## src/rtl/dot_job_sequencer_pkg.sv

```systemverilog
// Shared definitions for the dot-product job sequencer.
// Job FSM state encoding, operand memory layout and vector length.
// Imported by the top-level sequencer.
package dot_job_sequencer_pkg;

   typedef enum logic [2:0] {
      S_IDLE   = 3'd0,
      S_LOAD   = 3'd1,
      S_START  = 3'd2,
      S_RUN    = 3'd3,
      S_RESULT = 3'd4
   } state_t;

   localparam int         VEC_LEN   = 8;
   localparam logic [3:0] A_BASE    = 4'd0;
   localparam logic [3:0] B_BASE    = 4'd8;
   // Address of the final operand byte (B[VEC_LEN-1]); ends the load phase.
   localparam logic [3:0] LAST_ADDR = B_BASE + 4'(VEC_LEN - 1);

endpackage

```

## src/rtl/dot_job_watchdog.sv

```systemverilog
// Counts cycles the engine spends in RUN and flags an engine that never finishes.
// Latency: expired is combinational from the counter; it asserts TIMEOUT-1 enabled cycles after clr.
// No backpressure: clr wins over en, counter saturates at its last value.
module dot_job_watchdog #(
   parameter int TIMEOUT = 128
) (
   input  logic clk,
   input  logic rst,
   input  logic clr,
   input  logic en,
   output logic expired
);

   localparam int            TW   = (TIMEOUT > 1) ? $clog2(TIMEOUT) : 1;
   localparam logic [TW-1:0] LAST = TW'(TIMEOUT - 1);

   logic [TW-1:0] timer;

   // Cycle counter: cleared at job start, advances while the engine runs, stops at its limit.
   always_ff @(posedge clk or posedge rst) begin
      if (rst) begin
         timer <= '0;
      end else if (clr) begin
         timer <= '0;
      end else if (en && (timer != LAST)) begin
         timer <= timer + 1'b1;
      end
   end

   assign expired = (timer == LAST);

endmodule

```

## src/rtl/dot_job_sequencer.sv

```systemverilog
// Job controller: takes a host command, optionally streams 16 operand bytes into memory, runs the engine, returns the result.
// Latency: operand write lands one cycle after acceptance; eng_start one cycle after the last byte (or the command).
// Backpressure: cmd_ready only in IDLE, in_ready only in LOAD; result is held until res_ready.
module dot_job_sequencer
   import dot_job_sequencer_pkg::*;
#(
   parameter int TIMEOUT = 128,
   parameter int CNT_W   = 8
) (
   input  logic             clk,
   input  logic             rst,
   input  logic             cmd_valid,
   input  logic             cmd_reload,
   output logic             cmd_ready,
   input  logic             in_valid,
   input  logic [7:0]       in_data,
   output logic             in_ready,
   output logic             res_valid,
   output logic [7:0]       res_data,
   input  logic             res_ready,
   output logic             eng_start,
   input  logic [3:0]       eng_mem_addr,
   input  logic             eng_done,
   input  logic [7:0]       eng_result,
   output logic [3:0]       mem_addr,
   output logic             mem_wr,
   output logic [7:0]       mem_wdata,
   output logic             busy,
   output logic             err_timeout,
   output logic [CNT_W-1:0] job_count
);

   state_t     state;
   state_t     state_nxt;
   logic [3:0] wr_ptr;
   logic [3:0] mem_addr_q;
   logic       mem_wr_q;
   logic       wd_expired;

   dot_job_watchdog #(
      .TIMEOUT (TIMEOUT)
   ) u_watchdog (
      .clk     (clk),
      .rst     (rst),
      .clr     (state == S_START),
      .en      (state == S_RUN),
      .expired (wd_expired)
   );

   // State register.
   always_ff @(posedge clk or posedge rst) begin
      if (rst) begin
         state <= S_IDLE;
      end else begin
         state <= state_nxt;
      end
   end

   // Next-state logic; a done from the engine beats a simultaneous watchdog expiry.
   always_comb begin
      state_nxt = state;
      case (state)
         S_IDLE: begin
            if (cmd_valid) begin
               state_nxt = cmd_reload ? S_LOAD : S_START;
            end
         end
         S_LOAD: begin
            if (in_valid && (wr_ptr == LAST_ADDR)) begin
               state_nxt = S_START;
            end
         end
         S_START: state_nxt = S_RUN;
         S_RUN: begin
            if (eng_done) begin
               state_nxt = S_RESULT;
            end else if (wd_expired) begin
               state_nxt = S_IDLE;
            end
         end
         S_RESULT: begin
            if (res_ready) begin
               state_nxt = S_IDLE;
            end
         end
         default: state_nxt = S_IDLE;
      endcase
   end

   // State-decoded outputs; the engine owns the memory address port while running.
   // cmd_ready is masked during reset so every output reads 0 while rst is held.
   always_comb begin
      cmd_ready = 1'b0;
      in_ready  = 1'b0;
      eng_start = 1'b0;
      busy      = 1'b0;
      mem_addr  = mem_addr_q;
      mem_wr    = mem_wr_q;
      case (state)
         S_IDLE:  cmd_ready = ~rst;
         S_LOAD: begin
            in_ready = 1'b1;
            busy     = 1'b1;
         end
         S_START: begin
            eng_start = 1'b1;
            busy      = 1'b1;
         end
         S_RUN: begin
            busy     = 1'b1;
            mem_addr = eng_mem_addr;
            mem_wr   = 1'b0;
         end
         S_RESULT: busy = 1'b1;
         default: ;
      endcase
   end

   // Operand write path: each accepted byte is registered and written the following cycle.
   always_ff @(posedge clk or posedge rst) begin
      if (rst) begin
         wr_ptr     <= '0;
         mem_addr_q <= '0;
         mem_wdata  <= '0;
         mem_wr_q   <= 1'b0;
      end else begin
         mem_wr_q <= 1'b0;
         if ((state == S_IDLE) && cmd_valid && cmd_reload) begin
            wr_ptr <= A_BASE;
         end
         if ((state == S_LOAD) && in_valid) begin
            mem_addr_q <= wr_ptr;
            mem_wdata  <= in_data;
            mem_wr_q   <= 1'b1;
            if (wr_ptr != LAST_ADDR) begin
               wr_ptr <= wr_ptr + 1'b1;
            end
         end
      end
   end

   // Result channel and completed-job counter.
   always_ff @(posedge clk or posedge rst) begin
      if (rst) begin
         res_valid <= 1'b0;
         res_data  <= '0;
         job_count <= '0;
      end else if ((state == S_RUN) && eng_done) begin
         res_valid <= 1'b1;
         res_data  <= eng_result;
      end else if ((state == S_RESULT) && res_ready) begin
         res_valid <= 1'b0;
         job_count <= job_count + 1'b1;
      end
   end

   // Sticky watchdog flag: raised on abort, cleared when the next command is taken.
   always_ff @(posedge clk or posedge rst) begin
      if (rst) begin
         err_timeout <= 1'b0;
      end else if ((state == S_IDLE) && cmd_valid) begin
         err_timeout <= 1'b0;
      end else if ((state == S_RUN) && !eng_done && wd_expired) begin
         err_timeout <= 1'b1;
      end
   end

endmodule

```

## config.mk

```make
export PLATFORM = sky130hd
export DESIGN_NAME = dot_job_sequencer
export DESIGN_NICKNAME = d
export VERILOG_FILES = /design/src/rtl/dot_job_sequencer_pkg.sv /design/src/rtl/dot_job_watchdog.sv /design/src/rtl/dot_job_sequencer.sv
export SDC_FILE = /design/constraint.sdc
export NUM_CORES = 1
export LEC_CHECK = 0
export ABC_AREA = 0
export CAP_MARGIN = 40
export CORE_MARGIN = 1.5
export CORE_UTILIZATION = 30
export DETAILED_ROUTE_END_ITERATION = 16
export PLACE_DENSITY = 0.66
export SKIP_LAST_GASP = 1
export SLEW_MARGIN = 20
export SYNTH_ARGS = -nofsm -noshare
export SYNTH_HDL_FRONTEND = slang
export SYNTH_SLANG_ARGS = --single-unit
export TNS_END_PERCENT = 10
```

## constraint.sdc

```tcl
create_clock -name clk -period 1.9 [get_ports clk]
set_clock_uncertainty 0.2 [all_clocks]
set_input_delay 0.285 -clock clk [delete_from_list [all_inputs] [get_ports clk]]
set_output_delay 0.285 -clock clk [all_outputs]
set_load 0.02 [all_outputs]
```

# == Word level (Yosys, flattened, before mapping) ==
# Cells that the tools add are included.
# classes
add_sub_neg,3
eq_ne,12
mux,23
bitwise,2
reduce_logical,17
# ops
operator,count
$mux 4,4
$mux 3,5
$pmux 3 s5,1
$mux 7,2
$mux 1,10
$logic_and 1x1->1,9
$add 8x1->8 const B,1
$add 7x1->7 const B,1
$eq 7x7->1 const B,1
$ne 7x7->1 const B,1
$eq 3x2->1 const B,2
$ne 2x2->1 const B,3
$reduce_bool 2->1,3
$add 4x1->4 const B,1
$eq 4x4->1 const B,1
$ne 4x4->1 const B,1
$reduce_and 4->1,1
$reduce_or 4->1,1
$eq 3x1->1 const B,1
$eq 3x3->1 const B,1
$logic_not 3->1,1
$ne 3x3->1 const B,1
$mux 2,1
$not 1->1,2
2 further kinds,2
# word_totals
ff_bits,45
input_bits,27
out_inout_bits,35
wordCells,67

# == Longest topological paths before layout ==
# logic_depth
depth_word,6
ltp_mapped,6
depth_no_buf,4

# == By module ==
# Synthesis repeated with hierarchy kept, for this count alone.
# hier_totals
hier_cells,188
hier_area_um2,2155.8
# by_module_without_submodules
module,n_inst,cells_per_inst,area_per_inst_um2,seq_area_each_um2
dot_job_sequencer,1,150,1775.5,950.9
dot_job_watchdog,1,38,380.4,175.2

# == Worst setup path before layout ==
# Ideal clock, no wire load.
# synth_timing
path_type,flip-flop to output port
from,reg state[2]
to,out mem_addr[0]
t_arrival_ns,1.290
t_required_ns,1.415
path_slack_ns,0.125
path_stages_with_launch,5
n_path_buf,2
path_cell_list,dfrtp_1 > buf_6 > and3b_2 > buf_4 > mux2_2
# synth_between
elab_chain_len,2
# synth_lines
element,line,rtl
start: declaration,dot_job_sequencer.sv:33,state_t state;
start signal: assignment,dot_job_sequencer.sv:55,state <= state_nxt;
$eq 3x2->1,dot_job_sequencer.sv:99,case (state)
$mux 4,dot_job_sequencer.sv:99,
end: declaration,dot_job_sequencer.sv:25,"output logic [3:0] mem_addr,"
# No other way between the ends.

# == Final worst setup path ==
# Same ends and word-level chain as after synthesis.

==> summary.md <==
| Metric | Value |
|---|---|
| Worst reg2reg startpoint | state[1] |
| Slowest stage delay, CP | 0.40 ns |
| Synth cell types | 42 |
| Core area | approximately 7000 µm² |
| Syn Nets | 207 |
| Fin util | 44.43% |
| Synth cell count leaders | dfrtp_1 (45), mux2_2 (21), nand2_1 (12), inv_1 (8), nor2_1 (8) |
| Gr usage total | about an eighth |
| Worst EP required | ~1.4 ns |
| Final setup viols | 7 |
| Crit end category | output pin |
| Via/cell ratio | 4.534 |
| Number of routed nets with antenna violations | 0 |
| Hold Path Class | in -> async |
| Min Hold Slack | 0.1663 ns |
| Tmin final | between 1.5 and 2 ns |
| Clk root buf | clkbuf_8 |
| Initial DRC count | 53 |
| Cell Count, Final, Fillers Out | 348 |
| Slew @ Worst Pin | approximately 0.31 ns |
| CP bufs+invs | 1 |
| Port buffer count | roughly 60 |
| Synth area leaders | dfrtp_1 (52%), mux2_2 (11%), mux2i_1 (3.3%) |
| Syn Std Cell Area | 2152 µm² |
| Gr ovfl total | 0 |
| Clock Latency Late Sink | 0.30 ns |
| Synthesis-to-layout area growth | 41.80% |
| Via count | 1578 |
| Overall power | 4.535 mW |
| Mapped Cells | 177 |
| Cell with the largest stage delay on the worst path | dfrtp_1 |
| Number of synthesized flops with an enable pin | 0 |
| DR pass1 iterations | 4 |
| Post-synth ARST share | 100.0% |
| Nets@finish | roughly 280 |
| Final hold viol count | 0 |
| Post-route DRC | 0 |
| Slew HR | 79.07% |
| Proportion of layout cells with a drive suffix above 1 | 23.41% |
| Yosys top cell area share | a little over half |
| Kind of critical path | reg -> out |
| Initial core utilization | 31.33% |
| Fillers | 682 |
| CP Launch Point | state[2] |
| Register area share after synthesis | 52.33% |
| Largest net degree at the start of global routing | 46 |
| Critical Path Stages | 3 |
| Avg WL per Cell | 13.01 µm |
| Worst r2r path cells | 4 |
| Crit path cell chain | and3b_2 > mux2_4 > buf_6 |
| RePlAce Congestion | 0.7924 |
| Status | finished with violations |
| Delay-heaviest family, CP | flip-flops |
| Top-count cell post-synth | dfrtp_1 |
| Max cap viols | 0 |
| Number of global-route vias before repair | 1564 |
| CTS Hold Buffers Added | 0 |
| Hpwl dp | 3313 µm |
| Critical Path AT | 1.49 ns |
| Placed cells | 339 |
| DRT Wirelength | about 4500 µm |
| # H-tree levels | 2 |
| Max IR drop VDD | 0.6108 mV |
| Failing checks | negative setup slack |
| Initial antenna violation count | 0 |
| Main flop type after synthesis | dfrtp_1 |
| Cell taking the most area after synthesis | dfrtp_1 |
| Row Count | 30 |
| Worst Setup Start Kind | flip-flop |
| Final worst setup slack | -0.07660 ns |
| Max Slew Vio Count | 0 |
| Avg Cell Area, Syn | 12.16 µm² |
| Clock buffer count from CTS | 5 |
| Achievable Freq | 0.5059 GHz |
| DIE AREA | 7690 µm² |
| CTS max path bufs | 2 |
| First-pass GRT wire length | 7624 µm |
| # IOs | 62 |
| Final period utilization | 104.0% |
| Synth Register Bits | 45 |
| Crit-path max FO | 6 |
| Antenna fix cells | 0 |
| RSZ-0062 raised after global routing | true |
| Die Y-Extent | 87.70 µm |
| Die X | 87.70 µm |
| P_leak | around 1.4 nW |
| CTS tree | yes |
| Num Clock Sinks | 45 |
| PD cells | 1486 nW/µm² |
| Yosys warns | 0 |
| Clock-pin slew on the worst setup and hold paths | 0.09 ns |
## per-stage QoR
step | setup TNS, ns | area (µm²) | setup slack, ns
after floorplan | 0 | 2152 | 0.1252
after global placement | -0.8881 | 2922 | -0.1634
after detailed placement | -0.9920 | 2922 | -0.1938
after CTS | -0.6573 | 3055 | -0.09857
after global routing | -1.181 | 3052 | -0.1451
final | -0.4102 | 3052 | -0.07660
## placed cells by master, fill, tap and decap left out, types with 4 or more instances in the layout
cell	count
o21ai_0	4
xor2_1	5
nand2_1	12
clkbuf_8	5
mux2_2	17
mux2_4	4
buf_6	4
clkdlybuf4s50_1	52
xnor2_1	4
buf_4	14
inv_1	7
nand4_1	4
nor2_1	8
mux2_1	4
dfrtp_1	45
mux2i_1	7
nand3_1	7
## layer usage
| layer | wire [µm] | track usage, % | up-vias | share of wire (%) |
|---|---|---|---|---|
| met3 | 222 | 3.864 | 5 | 4.9 |
| li1 | - | - | 771 | - |
| met5 | 0 | 0 | - | 0 |
| met1 | 2106 | 16.88 | 769 | 47 |
| met2 | 2180 | 20.63 | 33 | 48 |
| met4 | 17 | 2.597 | 0 | 0.38 |
## worst paths after layout
path / to / slack [ns]
worst max register to register: res_data[5] / 0.09
min in group clk: job_count[7] / 0.27
worst max-delay path: mem_addr[0] / -0.08
max in group asynchronous: res_data[7] / 1.12
worst min-delay path: wr_ptr[1] / 0.17
worst min register to register: job_count[7] / 0.27
## worst register-to-register path: stages (launching register included)
cell and delay, ns:
dfrtp_1 0.42, and3b_2 0.28, buf_4 0.18, nand2_2 0.23, mux2_2 0.38
## sequential cells by signal, summed over array words and instances (netlist names)
| name | cells |
|---|---|
| res_data | 8 |
| u_watchdog.timer | 7 |
| wr_ptr | 4 |
| err_timeout | 1 |
| job_count | 8 |
| mem_addr_q | 4 |
| mem_wr_q | 1 |
| res_valid | 1 |
| state | 3 |
| mem_wdata | 8 |
## layout make-up
class	instances	area, µm²	share of cell area, %
Sequential cell	45	1126	36.90
Clock buffer	5	68.82	2.255
Multi-Input combinational cell	115	933.4	30.59
Timing Repair Buffer	75	720.7	23.62
Inverter	9	36.28	1.189
Tap cell	96	120.1	3.936
Clock inverter	3	46.29	1.517
## power breakdown
| part | internal, mW | switching, mW | leakage [nW] | total [mW] |
|---|---|---|---|---|
| combinational | 1.19 | 1.05 | 0.797 | 2.24 |
| sequential | 1.30 | 0.247 | 0.569 | 1.55 |
| clock | 0.394 | 0.347 | 0.0543 | 0.741 |
| total | 2.89 | 1.64 | 1.42 | 4.54 |
## repair_timing
action	CTS	global route
pin swaps	0	0
resized for setup	43	2
hold endpoints to repair	0	0
endpoints found under the setup margin	9	10
setup buffers	1	0
## kinds of logic after synthesis
kind of cell / count (synthesis) / synth area share (%)
compound gates: 22 / 7.210
flops: 45 / 52.33
simple gates: 49 / 13.72
fa+ha+maj: 3 / 1.744
buf+inv: 17 / 5.000
xor+xnor: 9 / 3.663
mux: 32 / 16.34
(Power assumes the default switching activity.)
